## config.mk

```make
export PLATFORM = sky130hd
export DESIGN_NAME = instr_fetch
export DESIGN_NICKNAME = d
export VERILOG_FILES = /design/src/rtl/instr_fetch.sv
export SDC_FILE = /design/constraint.sdc
export NUM_CORES = 1
export LEC_CHECK = 0
export BUFFER_PORTS_ARGS = -buffer_cell sky130_fd_sc_hd__buf_2
export CAP_MARGIN = 25
export CORE_ASPECT_RATIO = 1.4
export CORE_MARGIN = 2
export CORE_UTILIZATION = 61
export DETAILED_ROUTE_END_ITERATION = 10
export PLACE_DENSITY = 0.87
export SYNTH_ARGS = -nofsm -noshare
export SYNTH_HDL_FRONTEND = slang
export SYNTH_SLANG_ARGS = --single-unit
```

## constraint.sdc

```tcl
create_clock -name Clk -period 2.14 [get_ports Clk]
set_input_delay 0.107 -clock Clk [delete_from_list [all_inputs] [get_ports Clk]]
set_output_delay 0.107 -clock Clk [all_outputs]
set_load 0.02 [all_outputs]
```

## src/rtl/instr_fetch.sv

```systemverilog
// -----------------------------------------------------------------------------
// instr_fetch
//
// Instruction-fetch unit paired with the control decoder. Owns the program
// counter, drives the asynchronous instruction ROM address, and hands the
// fetched machine code to the decoder together with a Valid qualifier. Next-PC
// selection uses the decoder's Branch/Jump outputs, the ALU Taken flag and a
// small branch-target LUT that is loaded while the core is not running.
//
// Control FSM: IDLE -> (Start) -> RUN -> (HALT_CODE fetched) -> HALT -> (Start) -> RUN
//
// Ports:
//   Clk         system clock, all state changes on the rising edge
//   Reset       synchronous, active-high; wins over every other input
//   Start       begin execution from PC 0 (IDLE or HALT only)
//   Stall       hold PC and suppress Valid for this cycle
//   Branch      conditional branch request from the decoder
//   Jump        unconditional jump request from the decoder (beats Branch)
//   Taken       ALU condition flag qualifying Branch
//   TargetIdx   LUT index holding the branch/jump target
//   LutWe       LUT write strobe, honoured in IDLE and HALT
//   LutAddr     LUT write index
//   LutData     LUT write data (a PC value)
//   MachCode    ROM read data for address ProgCtr, same cycle
//   ProgCtr     current PC / ROM address
//   Instr       instruction to the decoder (0 outside RUN)
//   Valid       Instr is live; downstream gates RegWrite/MemWrite with it
//   Done        program has halted
//   CycleCount  number of clocks spent in RUN (saturating)
//
// Build option:
//   INSTR_FETCH_CYCLE_CNT_EN  when defined, CycleCount counts RUN clocks
//                             (stalls included); when undefined the counter is
//                             not built and CycleCount reads 0.
// -----------------------------------------------------------------------------
module instr_fetch #(
  parameter int            PCW       = 10,
  parameter int            IW        = 9,
  parameter int            LUTW      = 5,
  parameter logic [IW-1:0] HALT_CODE = 9'h1FF
) (
  input  logic            Clk,
  input  logic            Reset,
  input  logic            Start,
  input  logic            Stall,
  input  logic            Branch,
  input  logic            Jump,
  input  logic            Taken,
  input  logic [LUTW-1:0] TargetIdx,
  input  logic            LutWe,
  input  logic [LUTW-1:0] LutAddr,
  input  logic [PCW-1:0]  LutData,
  input  logic [IW-1:0]   MachCode,
  output logic [PCW-1:0]  ProgCtr,
  output logic [IW-1:0]   Instr,
  output logic            Valid,
  output logic            Done,
  output logic [31:0]     CycleCount
);

  localparam int LUT_DEPTH = 1 << LUTW;

  typedef enum logic [1:0] {
    S_IDLE = 2'd0,
    S_RUN  = 2'd1,
    S_HALT = 2'd2
  } state_t;

  state_t          state;
  logic [PCW-1:0]  pc;
  logic            done;
  logic [PCW-1:0]  lut [LUT_DEPTH];

  logic            in_run;
  logic            is_halt;
  logic            live;
  logic            redirect;
  logic [PCW-1:0]  target;
  logic [PCW-1:0]  pc_inc;

  // Saturating increment for the RUN-cycle counter.
  function automatic logic [31:0] sat_inc(input logic [31:0] val);
    if (val == 32'hFFFF_FFFF)
      sat_inc = val;
    else
      sat_inc = val + 32'd1;
  endfunction

  // Fetch qualification: the ROM is combinational, so the instruction for
  // the current PC is already on MachCode and can be redirected this cycle.
  assign in_run   = (state == S_RUN);
  assign is_halt  = (MachCode == HALT_CODE);
  assign live     = in_run & ~Stall & ~is_halt;
  // Jump and taken-branch share the same target path; decoder strobes are
  // only meaningful while the instruction that produced them is live.
  assign redirect = live & (Jump | (Branch & Taken));
  assign target   = lut[TargetIdx];
  assign pc_inc   = pc + PCW'(1);

  assign ProgCtr  = pc;
  assign Instr    = in_run ? MachCode : '0;
  assign Valid    = live;
  assign Done     = done;

  // Control FSM and program counter
  always_ff @(posedge Clk) begin
    if (Reset) begin
      state <= S_IDLE;
      pc    <= '0;
      done  <= 1'b0;
    end else begin
      case (state)
        S_IDLE: begin
          if (Start) begin
            state <= S_RUN;
            pc    <= '0;
          end
        end
        S_RUN: begin
          // A stall freezes everything, including recognition of HALT_CODE.
          if (!Stall) begin
            if (is_halt) begin
              state <= S_HALT;
              done  <= 1'b1;
            end else if (redirect) begin
              pc <= target;
            end else begin
              pc <= pc_inc;
            end
          end
        end
        S_HALT: begin
          if (Start) begin
            state <= S_RUN;
            pc    <= '0;
            done  <= 1'b0;
          end
        end
        default: begin
          state <= S_IDLE;
          pc    <= '0;
          done  <= 1'b0;
        end
      endcase
    end
  end

  // Branch-target LUT: writable only while the core is not fetching, so a
  // running program always sees a stable target table.
  always_ff @(posedge Clk) begin
    if (Reset) begin
      for (int i = 0; i < LUT_DEPTH; i++)
        lut[i] <= '0;
    end else if (LutWe && (state != S_RUN)) begin
      lut[LutAddr] <= LutData;
    end
  end

`ifdef INSTR_FETCH_CYCLE_CNT_EN
  logic [31:0] cycle_cnt;

  // Counts every RUN clock including stalls; a fresh Start restarts it.
  always_ff @(posedge Clk) begin
    if (Reset) begin
      cycle_cnt <= '0;
    end else if ((state != S_RUN) && Start) begin
      cycle_cnt <= '0;
    end else if (state == S_RUN) begin
      cycle_cnt <= sat_inc(cycle_cnt);
    end
  end

  assign CycleCount = cycle_cnt;
`else
  assign CycleCount = 32'd0;
`endif

endmodule
```

==> out/metrics.cfg, run 1 <==
[worst_setup_path]
timing.critical_path.from_type = flip-flop
start_of_the_worst_register_to_register_path = state[0]
critical_path_arrival_ps = 2180
timing.reg2reg.worst_path_depth = 6
crit_path_max_incr_delay_ps = 340
worst-path-max-fanout = 10
worst-setup-path-type = flip-flop to flip-flop
critical_path_s_slowest_cell = sky130_fd_sc_hd__dfxtp_1
cell_chain_critical_path = nor2b_1 -> nor3b_1 -> nand3_1 -> buf_4 -> nor2_1 -> or2_2
endpoint_kind = flip-flop
worst-endpoint-required_ps = 2370
worstReg2RegEnd = lut[23][9]
setup_slack_of_the_most_critical_reg_to_reg_path_ps = 180

[finish]
layout-drive-gt1-share_pct = 23.4
fin_cells = 1486
final_core_util_pct = 68.9
diodes = 0
finish.net_count = 1184
area.growth.synth_to_final_pct = 10.8

[timing]
finalClockSkew_ps = 11.5
hold_viol = 0
totalNegativeSetupSlack_ps = 0
drv_slew = 0
final_min_period_over_clock_period_pct = 91.5
max_slew.worst_pin.slew_ps = 804
maxSlewHeadroom_pct = 46.3
final_setup_violation_count = 0
fmaxAchievable_ghz = 0.511
finalCriticalPeriod_ps = 1960
finalHoldWorstSlack_ps = 50.3

[detailed_routing]
total_detailed_routing_wirelength_um = 36400
drtAntennaViolNets = 0
drt_drc_violations_left = 0
drt_iter0_markers = 1167
vias = 9125
drt_pre_antenna_iters = 7
wl_per_cell_um = 24.5
routed_via_density = 6.14

[clock_tree]
post_cts.repair.setup_buffers = 0
ctsLongestPathBuffers = 3
tritoncts.num_buffers = 29
cts_root_buffer_type = sky130_fd_sc_hd__clkbuf_16
tritoncts = built
number_of_sinks_on_the_clock_net = 333
cts.reportedPaths.clkPinSlew_ps = 70
cts_htree_levels = 1
insertion_delay_ps = 540

[grt]
grt_first_pass_wirelength_um = 55200
global_route.usage.total_pct = 27.1
number_of_antenna_violations_at_the_first_check_in_global_routing = 0
globalRouteOverflowTotal = 0
pin_count_of_the_biggest_net_entering_global_routing = 33
first_global_vias = 9420

[synthesis]
synth_cell_type_count = 41
prevailing_post_synth_register_cell = sky130_fd_sc_hd__edfxtp_1
synthesis.instances = 1087
per_instance_average_area_after_synthesis_um2 = 14.5
synth-seq-area-share_pct = 62.5
post-synth-top-area-fraction_pct = 60.9
synth_warnings = 0
ys_ff_latch = 333
synth-edff-count = 320
asyncSetResetFlopFracSynth_pct = 0
netlist_area_um2 = 15800
synth.top_cells.by_area = sky130_fd_sc_hd__edfxtp_1 61%, sky130_fd_sc_hd__and2_1 13%, sky130_fd_sc_hd__mux4_2 12%
post_synthesis_cell_type_with_the_largest_combined_area = sky130_fd_sc_hd__edfxtp_1

[floorplanning]
die_h_um = 194
core_um2 = 25400
chipWidth_um = 140
std_cell_rows = 69
top_level_ports = 90
floorplan.die_area_um2 = 27200
start_util_pct = 62.2

[min_path]
min-delay-path-class = input port to flip-flop
whs_path_depth = 3
timing.hold.worst.start = Reset
timing.hold.worst_endpoint = state[1]

[placement]
routabilityCongestion = 0.879
dp_hpwl_um = 24100
port_buffers = 57
placed_instances = 1431

[pwr]
peakVddDrop_mv = 0.777
pwr_density_cell_nw_per_um2 = 775
static-leakage-power_uw = 0.00650

[job]
max_cap_viol_count = 0

[run_status]
outcome = finished, final reports clean

==> per-stage QoR <==
step | instance area, um^2 | worst slack, ps | power (uW)
2_1_floorplan | 15900 | 299 | 8320
3_3_place_gp | 16600 | 32.9 | 8680
3_5_place_dp | 16600 | 10.2 | 8720
4_1_cts | 17500 | 15.2 | 13600
5_1_grt | 17500 | -0.179 | 13900
6_report | 17500 | 182 | 13600
==> routing by layer <==
metal | wire length (um) | global-route usage, %
met3 | 3060 | 4.07
met2 | 19200 | 47.7
met4 | 1760 | 11.8
met1 | 12300 | 33.4
met5 | 0 | 0
==> what timing repair did <==
item | in CTS | in global routing
hold endpoints to repair | 3 | 0
hold buffers | 3 | 0
endpoints found under the setup margin | 0 | 273
gates resized for setup | 0 | 22
==> cells in the mapped netlist, types with 5 or more instances <==
cell	count
sky130_fd_sc_hd__a21oi_1	14
sky130_fd_sc_hd__a22oi_1	18
sky130_fd_sc_hd__a32o_1	10
sky130_fd_sc_hd__and2_1	330
sky130_fd_sc_hd__buf_1	5
sky130_fd_sc_hd__buf_2	11
sky130_fd_sc_hd__buf_4	35
sky130_fd_sc_hd__clkbuf_1	75
sky130_fd_sc_hd__dfxtp_1	13
sky130_fd_sc_hd__edfxtp_1	320
sky130_fd_sc_hd__mux2_2	7
sky130_fd_sc_hd__mux2i_1	15
sky130_fd_sc_hd__mux4_2	82
sky130_fd_sc_hd__nand2_1	15
sky130_fd_sc_hd__nand2b_1	6
sky130_fd_sc_hd__nand3_1	15
sky130_fd_sc_hd__nand3b_1	6
sky130_fd_sc_hd__nor2_1	37
sky130_fd_sc_hd__or2_1	34
sky130_fd_sc_hd__xor2_1	5
==> critical path: cells and delay by family (launching register included) <==
family / cells / cell delay [ps]
and+or+nand+nor: 5 / 1070
buffers and inverters: 1 / 220
DFF: 1 / 340
==> sequential cells by signal, summed over array words and instances, names as in the netlist <==
name and cells:
state 2, lut 320, ProgCtr 10, Done 1
==> how the worst max path moves through the flow <==
stage	from	to	slack, ps	cells after the start
6_report	state[0]	lut[23][9]	180	6
5_1_grt	state[0]	lut[11][0]	-0.2	6
4_1_cts	state[0]	lut[11][0]	20	6
3_5_place_dp	TargetIdx[0]	ProgCtr[3]	10	7
3_3_place_gp	TargetIdx[0]	ProgCtr[4]	30	7
2_1_floorplan	TargetIdx[0]	ProgCtr[2]	300	6
==> where the power goes <==
group          switching (uW)  internal, uW  total [uW]
Clock                    2250          2710        4960
Sequential               97.0          7380        7480
Combinational             675           445        1120
Total                    3020         10500       13600
==> layout by cell type, fill, tap and decap left out, types with 2 or more instances in the layout <==
cell and count:
sky130_fd_sc_hd__a21oi_1 14, sky130_fd_sc_hd__nand3_1 15, sky130_fd_sc_hd__a31oi_1 2, sky130_fd_sc_hd__inv_1 2, sky130_fd_sc_hd__a22oi_1 18, sky130_fd_sc_hd__nand2_1 15, sky130_fd_sc_hd__and3_1 2, sky130_fd_sc_hd__buf_2 55
sky130_fd_sc_hd__clkinv_2 5, sky130_fd_sc_hd__nor2_1 37, sky130_fd_sc_hd__or2_1 13, sky130_fd_sc_hd__buf_4 57, sky130_fd_sc_hd__nand3b_1 6, sky130_fd_sc_hd__buf_12 10, sky130_fd_sc_hd__o211ai_1 3, sky130_fd_sc_hd__mux2_2 7
sky130_fd_sc_hd__edfxtp_1 320, sky130_fd_sc_hd__and2_1 330, sky130_fd_sc_hd__nor3b_1 3, sky130_fd_sc_hd__nand2b_1 6, sky130_fd_sc_hd__mux2i_1 15, sky130_fd_sc_hd__dlygate4sd3_1 3, sky130_fd_sc_hd__or2_4 4, sky130_fd_sc_hd__bufinv_16 2
sky130_fd_sc_hd__conb_1 32, sky130_fd_sc_hd__nand4_1 3, sky130_fd_sc_hd__dfxtp_1 13, sky130_fd_sc_hd__xnor2_1 2, sky130_fd_sc_hd__clkinv_1 10, sky130_fd_sc_hd__mux4_2 82, sky130_fd_sc_hd__clkbuf_16 29, sky130_fd_sc_hd__clkinvlp_4 2
sky130_fd_sc_hd__nor2b_1 3, sky130_fd_sc_hd__a32o_1 10, sky130_fd_sc_hd__clkbuf_1 4, sky130_fd_sc_hd__xor2_1 5, sky130_fd_sc_hd__or2_2 17
==> cells by family after synthesis <==
| logic type | Yosys count | synth area share (%) |
|---|---|---|
| AOI/OAI and AO/OA | 51 | 2.34 |
| xor gates and xnor gates | 7 | 0.388 |
| adders and majority gates | 1 | 0.0792 |
| buffers and inverters | 130 | 4.10 |
| DFF | 333 | 62.5 |
| muxes | 104 | 13.1 |
| other | 1 | 0.0237 |
| and+or+nand+nor | 460 | 17.4 |
==> layout make-up <==
class	count	area, um^2
Timing Repair Buffer	125	933
Sequential cell	333	9870
Clock inverter	19	138
Fill cell	1641	7890
Tap cell	319	399
Multi-Input combinational cell	655	5410
Clock buffer	33	741
Inverter	2	7.51
Note: power is estimated with default switching activity, not from simulation.
==> run 2, diff against run 1 <==
--- a/config.mk
+++ b/config.mk
@@ -7,11 +7,13 @@
 export LEC_CHECK = 0
 export BUFFER_PORTS_ARGS = -buffer_cell sky130_fd_sc_hd__buf_2
 export CAP_MARGIN = 25
-export CORE_ASPECT_RATIO = 1.4
+export CELL_PAD_IN_SITES_DETAIL_PLACEMENT = 0
+export CELL_PAD_IN_SITES_GLOBAL_PLACEMENT = 1
+export CORE_ASPECT_RATIO = 0.9
 export CORE_MARGIN = 2
-export CORE_UTILIZATION = 61
+export CORE_UTILIZATION = 56
 export DETAILED_ROUTE_END_ITERATION = 10
-export PLACE_DENSITY = 0.87
+export PLACE_DENSITY = 0.93
 export SYNTH_ARGS = -nofsm -noshare
 export SYNTH_HDL_FRONTEND = slang
 export SYNTH_SLANG_ARGS = --single-unit
==> constraint.sdc (replaced) <==
create_clock -name Clk -period 2.4 [get_ports Clk]
set_input_delay 0.12 -clock Clk [delete_from_list [all_inputs] [get_ports Clk]]
set_output_delay 0.12 -clock Clk [all_outputs]
set_load 0.02 [all_outputs]
==> run 2 against run 1 <==
Net effect:
- clock-buffer cell count grew 8
- global-route usage decreased by 1.5 points
- largest power group unchanged
- non-clock buffer count increased by 5
- sequential power decreased by 11%
- die area rose by 8.6%
- sequential share of layout area shrank 1.1 points
- wire length is 0.53% higher
- first-iteration DRC count shrank 1.5%
- hold slack better by 73 ps
==> out/metrics.cfg, run 2 (synthesis gave the netlist of run 1 again) <==
[clock_tree]
insertion_delay_ps = 510  ; -30 ps
tritoncts = built
number_of_sinks_on_the_clock_net = 333  ; unchanged
ctsLongestPathBuffers = 3  ; unchanged
cts_htree_levels = 2  ; +1
cts.reportedPaths.clkPinSlew_ps = 60  ; about the same
cts_root_buffer_type = sky130_fd_sc_hd__clkbuf_16
tritoncts.num_buffers = 36  ; +24%

[placement]
dpl_worst_slack_ps = -28.9  ; -39.1 ps
placed_instances = 1475  ; +3.1%
routabilityCongestion = 0.829  ; -5.7%
dp_hpwl_um = 24200  ; +0.52%
port_buffers = 57  ; unchanged

[worst_setup_path]
critical_path_arrival_ps = 2390  ; +210 ps
worst-endpoint-required_ps = 2550  ; +180 ps
endpoint_kind = flip-flop
worst-path-max-fanout = 10  ; unchanged
worst-setup-path-type = flip-flop to flip-flop
setup_slack_of_the_most_critical_reg_to_reg_path_ps = 160  ; -20 ps
timing.critical_path.from_type = flip-flop

[grt]
pin_count_of_the_biggest_net_entering_global_routing = 33  ; unchanged
globalRouteOverflowTotal = 0  ; unchanged
number_of_antenna_violations_at_the_first_check_in_global_routing = 1  ; +1
grt_first_pass_wirelength_um = 55800  ; +1.2%
global_route.usage.total_pct = 25.6  ; -1.5 points
first_global_vias = 9248  ; -1.8%

[floorplanning]
chipWidth_um = 181  ; +29%
start_util_pct = 56.7  ; -5.5 points
std_cell_rows = 58  ; -16%
die_h_um = 163  ; -16%
core_um2 = 27900  ; +9.8%
top_level_ports = 90  ; unchanged
floorplan.die_area_um2 = 29600  ; +8.6%

[timing]
drv_slew = 0  ; unchanged
hold_viol = 0  ; unchanged
fmaxAchievable_ghz = 0.447  ; -13%
final_min_period_over_clock_period_pct = 93.3  ; +1.8 points
maxSlewHeadroom_pct = 50.9  ; +4.6 points
final_setup_violation_count = 0  ; unchanged
rsz0062_at_grt = no
postLayoutSetupSlackWorst_ps = 161  ; -21.4 ps
finalCriticalPeriod_ps = 2240  ; +281 ps
finalClockSkew_ps = 11.0  ; -0.508 ps
max_slew.worst_pin.slew_ps = 735  ; -68.4 ps

[finish]
largest_register_ff_count = 320  ; unchanged
leading_cell_type_in_the_layout_fill_and_taps_excluded = sky130_fd_sc_hd__and2_1
diodes = 0  ; unchanged
fin_cells = 1543  ; +3.8%
finish.net_count = 1196  ; +1.0%
layout-drive-gt1-share_pct = 23.2  ; -0.23 points
largest_register = lut
area.growth.synth_to_final_pct = 13.1
leading_cell_types_in_the_layout_fill_and_taps_excluded = 330 x sky130_fd_sc_hd__and2_1, 320 x sky130_fd_sc_hd__edfxtp_1, 82 x sky130_fd_sc_hd__mux4_2
filler_cell_count = 1980  ; +21%
final_core_util_pct = 64.1  ; -4.9 points

[detailed_routing]
drt_drc_violations_left = 0  ; unchanged
total_detailed_routing_wirelength_um = 36600  ; +0.53%
drtAntennaViolNets = 0  ; unchanged
vias = 9147  ; +0.24%
drt_iter0_markers = 1149  ; -1.5%
wl_per_cell_um = 23.7  ; -3.2%
routed_via_density = 5.93  ; -3.5%
drt_pre_antenna_iters = 5  ; -2

[pwr]
peakVddDrop_mv = 0.468  ; -40%
static-leakage-power_uw = 0.00666  ; +2.4%
post-layout-total-power_uw = 13200  ; -2.9%
pwr_density_cell_nw_per_um2 = 738  ; -4.8%

[min_path]
min-delay-path-class = input port to flip-flop

[job]
max_cap_viol_count = 0  ; unchanged

[run_status]
outcome = finished, final reports clean

[run 2: cell types whose count changed in the layout (fill, tap and decap cells not counted), moves of 4 or more]
cell / change
sky130_fd_sc_hd__clkinv_2: +5
sky130_fd_sc_hd__clkbuf_16: +8
sky130_fd_sc_hd__or2_1: +21
sky130_fd_sc_hd__or2_4: -4
sky130_fd_sc_hd__buf_4: +4
sky130_fd_sc_hd__or2_2: -17
sky130_fd_sc_hd__clkinv_1: -6
[run 2: path summary, 6_finish.rpt]
path | depth (start not counted) | end | from
setup / recovery | 5 | lut[21][7] | state[0]
hold / removal | 5 | Done | MachCode[3]
setup reg to reg | 5 | lut[21][7] | state[0]
hold reg to reg | 2 | Done | Done
[run 2: layout make-up]
type	count	area (um^2)	share of cell area [%]
Sequential cell	333	9870	55.3
Clock inverter	22	221	1.24
Multi-Input combinational cell	655	5400	30.2
Clock buffer	41	941	5.27
Tap cell	360	450	2.52
Inverter	2	7.51	0.0420
Timing Repair Buffer	130	963	5.40
[run 2: metal layers]
layer | up-vias | share of wire [%] | GRT usage [%]
li1 | 4025 | - | -
met5 | - | 0.036 | 0
met4 | 2 | 2.6 | 7.58
met2 | 482 | 45 | 39.8
met3 | 76 | 9.7 | 5.13
met1 | 4562 | 42 | 37.2
[run 2: timing repair]
| action | in CTS | in global routing |
|---|---|---|
| hold buffers | 5 | 0 |
| setup endpoints to repair | 60 | 150 |
| hold endpoints to repair | 3 | 0 |
| gates cloned | 0 | 0 |
| gates resized for setup | 0 | 3 |
| buffers inserted | 0 | 0 |
[run 2: critical path, stage by stage (launching register included)]
cell and delay, ps:
sky130_fd_sc_hd__dfxtp_1 330, sky130_fd_sc_hd__nor2b_1 170, sky130_fd_sc_hd__nor4b_2 410, sky130_fd_sc_hd__nand2_2 310, sky130_fd_sc_hd__nor2_1 220, sky130_fd_sc_hd__or2_1 430
[run 2: per-stage QoR]
stage / setup TNS (ps) / area (um^2) / hold WS, ps
2_1_floorplan: 0 / 15900 / 273
3_3_place_gp: 0 / 16600 / 410
3_5_place_dp: -341 / 16600 / 411
4_1_cts: -1280 / 17800 / 116
5_1_grt: 0 / 17900 / 159
6_report: 0 / 17900 / 123
[run 2: where the power goes]
part / internal [uW] / switching (uW)
registers: 6590 / 88.0
clock network: 3260 / 2220
logic: 395 / 621
total: 10200 / 2930
==> run 3, diff against run 2 <==
--- a/config.mk
+++ b/config.mk
@@ -13,6 +13,7 @@
 export CORE_MARGIN = 2
 export CORE_UTILIZATION = 56
 export DETAILED_ROUTE_END_ITERATION = 10
+export GPL_TIMING_DRIVEN = 0
 export PLACE_DENSITY = 0.93
 export SYNTH_ARGS = -nofsm -noshare
 export SYNTH_HDL_FRONTEND = slang
==> run 3 against run 2 <==
Net effect:
- cell count is 3.9% higher
- cell area hardly changed
- clock-buffer cell count is 6 higher
- combinational power is 6% higher
- non-clock buffer count is 62 higher
- core utilization is 0.058 points lower
- worst setup slack worse by 85 ps
- global-route usage is 1.7 points higher
==> out/metrics.cfg, run 3 (synthesis gave the netlist of run 1 again) <==
[run_status]
outcome = finished, final reports clean

[finish]
largest_register = lut
area.growth.synth_to_final_pct = 13.0  ; about the same
fin_cells = 1603  ; +3.9%
leading_cell_type_in_the_layout_fill_and_taps_excluded = sky130_fd_sc_hd__and2_1
largest_register_ff_count = 320  ; unchanged
finish.net_count = 1258  ; +5.2%
filler_cell_count = 2049  ; +3.5%
multi_input_combinational_cell_area_um2 = 5420  ; +0.37%
leading_cell_types_in_the_layout_fill_and_taps_excluded = 330 x sky130_fd_sc_hd__and2_1, 320 x sky130_fd_sc_hd__edfxtp_1, 82 x sky130_fd_sc_hd__mux4_2
ff_latch_area_um2 = 9870  ; unchanged
layout-drive-gt1-share_pct = 22.5  ; -0.62 points

[clock_tree]
ctsLongestPathBuffers = 3  ; unchanged
number_of_sinks_on_the_clock_net = 333  ; unchanged
tritoncts = built
cts.reportedPaths.clkPinSlew_ps = 70  ; about the same
insertion_delay_ps = 510  ; about the same
cts_htree_levels = 2  ; unchanged
tritoncts.num_buffers = 36  ; unchanged
cts_root_buffer_type = sky130_fd_sc_hd__clkbuf_16

[timing]
maxSlewHeadroom_pct = 34.0  ; -17 points
finalHoldWorstSlack_ps = 40.8  ; -82.3 ps
final_min_period_over_clock_period_pct = 96.8  ; +3.5 points
final_setup_violation_count = 0  ; unchanged
fmaxAchievable_ghz = 0.430  ; -3.7%
finalClockSkew_ps = 8.01  ; -2.99 ps
max_slew.worst_pin.slew_ps = 990  ; +255 ps
drv_slew = 0  ; unchanged
finalCriticalPeriod_ps = 2320  ; +85.0 ps
hold_viol = 0  ; unchanged

[detailed_routing]
vias = 9564  ; +4.6%
drt_iter0_markers = 1029  ; -10%
drtAntennaViolNets = 0  ; unchanged
total_detailed_routing_wirelength_um = 39500  ; +8.0%
wl_per_cell_um = 24.6  ; +4.0%
drt_pre_antenna_iters = 5  ; unchanged
routed_via_density = 5.97  ; +0.65%
drt_drc_violations_left = 0  ; unchanged

[floorplanning]
die_h_um = 163  ; unchanged
std_cell_rows = 58  ; unchanged
core_um2 = 27900  ; unchanged
top_level_ports = 90  ; unchanged
chipWidth_um = 181  ; unchanged
start_util_pct = 56.7  ; unchanged
floorplan.die_area_um2 = 29600  ; unchanged

[worst_setup_path]
worstReg2RegEnd = lut[0][9]
timing.reg2reg.worst_path_depth = 5  ; unchanged
timing.critical_path.from_type = flip-flop
critical_path_arrival_ps = 2470  ; +80 ps
worst-setup-path-type = flip-flop to flip-flop
worst-path-max-fanout = 10  ; unchanged
start_of_the_worst_register_to_register_path = state[0]
setup_slack_of_the_most_critical_reg_to_reg_path_ps = 80  ; -80 ps
endpoint_kind = flip-flop
worst-endpoint-required_ps = 2550  ; about the same

[placement]
dp_hpwl_um = 27200  ; +13%
routabilityCongestion = 0.859  ; +3.6%
placed_instances = 1534  ; +4.0%
port_buffers = 55  ; -3.5%

[job]
max_cap_viol_count = 0  ; unchanged

[grt]
globalRouteOverflowTotal = 0  ; unchanged
pin_count_of_the_biggest_net_entering_global_routing = 15  ; -55%
grt_first_pass_wirelength_um = 58200  ; +4.2%
number_of_antenna_violations_at_the_first_check_in_global_routing = 0  ; -1
global_route.usage.total_pct = 27.3  ; +1.7 points
first_global_vias = 9389  ; +1.5%

[pwr]
post-layout-total-power_uw = 12900  ; -2.0%
peakVddDrop_mv = 0.491  ; +4.9%
static-leakage-power_uw = 0.00661  ; -0.73%
pwr_density_cell_nw_per_um2 = 723  ; -1.9%

[min_path]
min-delay-path-class = input port to flip-flop
timing.hold.worst.start = LutData[4]
whs_path_depth = 2  ; -3
timing.hold.worst_endpoint = lut[17][4]

[run 3: cell count changes in the layout (fill, tap and decap cells not counted), moves of 5 or more]
cell / change
sky130_fd_sc_hd__buf_12: -9
sky130_fd_sc_hd__clkbuf_1: +72
sky130_fd_sc_hd__or2_2: +21
sky130_fd_sc_hd__buf_1: +5
sky130_fd_sc_hd__or2_1: -23
sky130_fd_sc_hd__buf_2: +12
sky130_fd_sc_hd__buf_4: -25
sky130_fd_sc_hd__clkbuf_2: +6
[run 3: what timing repair did]
action,in CTS,in global routing
setup endpoints to repair,474,408
gates resized for setup,12,28
pin swaps,0,0
hold buffers,8,0
hold endpoints to repair,10,0
setup buffers,1,0
cloned,0,0
[run 3: final cells by class]
class	count	area share (%)
well taps	360	2.53
clock inverters	13	0.512
repair buffers	65	2.06
multi-input cells	655	30.4
clock buffers	47	5.51
plain buffers	127	3.61
inverters	2	0.0421
flip-flops and latches	333	55.3
diodes	1	0.0140
[run 3: how the worst max path moves through the flow]
stage            startpoint    endpoint  slack, ps
6_report           state[0]   lut[0][9]         80
5_1_grt            state[0]  lut[16][5]         -4
4_1_cts            state[0]   lut[9][6]         20
3_5_place_dp   TargetIdx[2]  ProgCtr[9]       -280
3_3_place_gp       state[0]  ProgCtr[7]       -310
2_1_floorplan  TargetIdx[0]  ProgCtr[2]        550
[run 3: per-layer routing]
layer | share of wire, % | global-route usage (%) | vias to the layer above
met3 | 11 | 6.15 | 101
li1 | - | - | 4146
met4 | 3.7 | 10.2 | 0
met5 | 0 | 0 | -
met2 | 46 | 42.3 | 618
met1 | 39 | 38.3 | 4699
[run 3: power breakdown]
part / switching [uW] / internal, uW
Clock: 2180 / 2980
Sequential: 76.1 / 6590
Combinational: 668 / 407
Total: 2930 / 9980
[run 3: worst max-delay path, cell delays in order, from the launching register on]
cell	delay, ps
sky130_fd_sc_hd__dfxtp_1	330
sky130_fd_sc_hd__nor2b_1	200
sky130_fd_sc_hd__nor4b_2	530
sky130_fd_sc_hd__nand2b_2	300
sky130_fd_sc_hd__nor2_1	180
sky130_fd_sc_hd__or2_1	420
[run 3: through the flow]
stage	setup TNS, ps	cell area (um^2)	setup WS (ps)	util (%)
floorplan	0	15900	546	-
global placement	-28850	16600	-305	59.7
detailed placement	-45740	16600	-284	59.7
CTS	0	17800	20.3	63.9
global route	-5.27	17800	-3.87	64.0
finish	0	17800	76.0	64.0
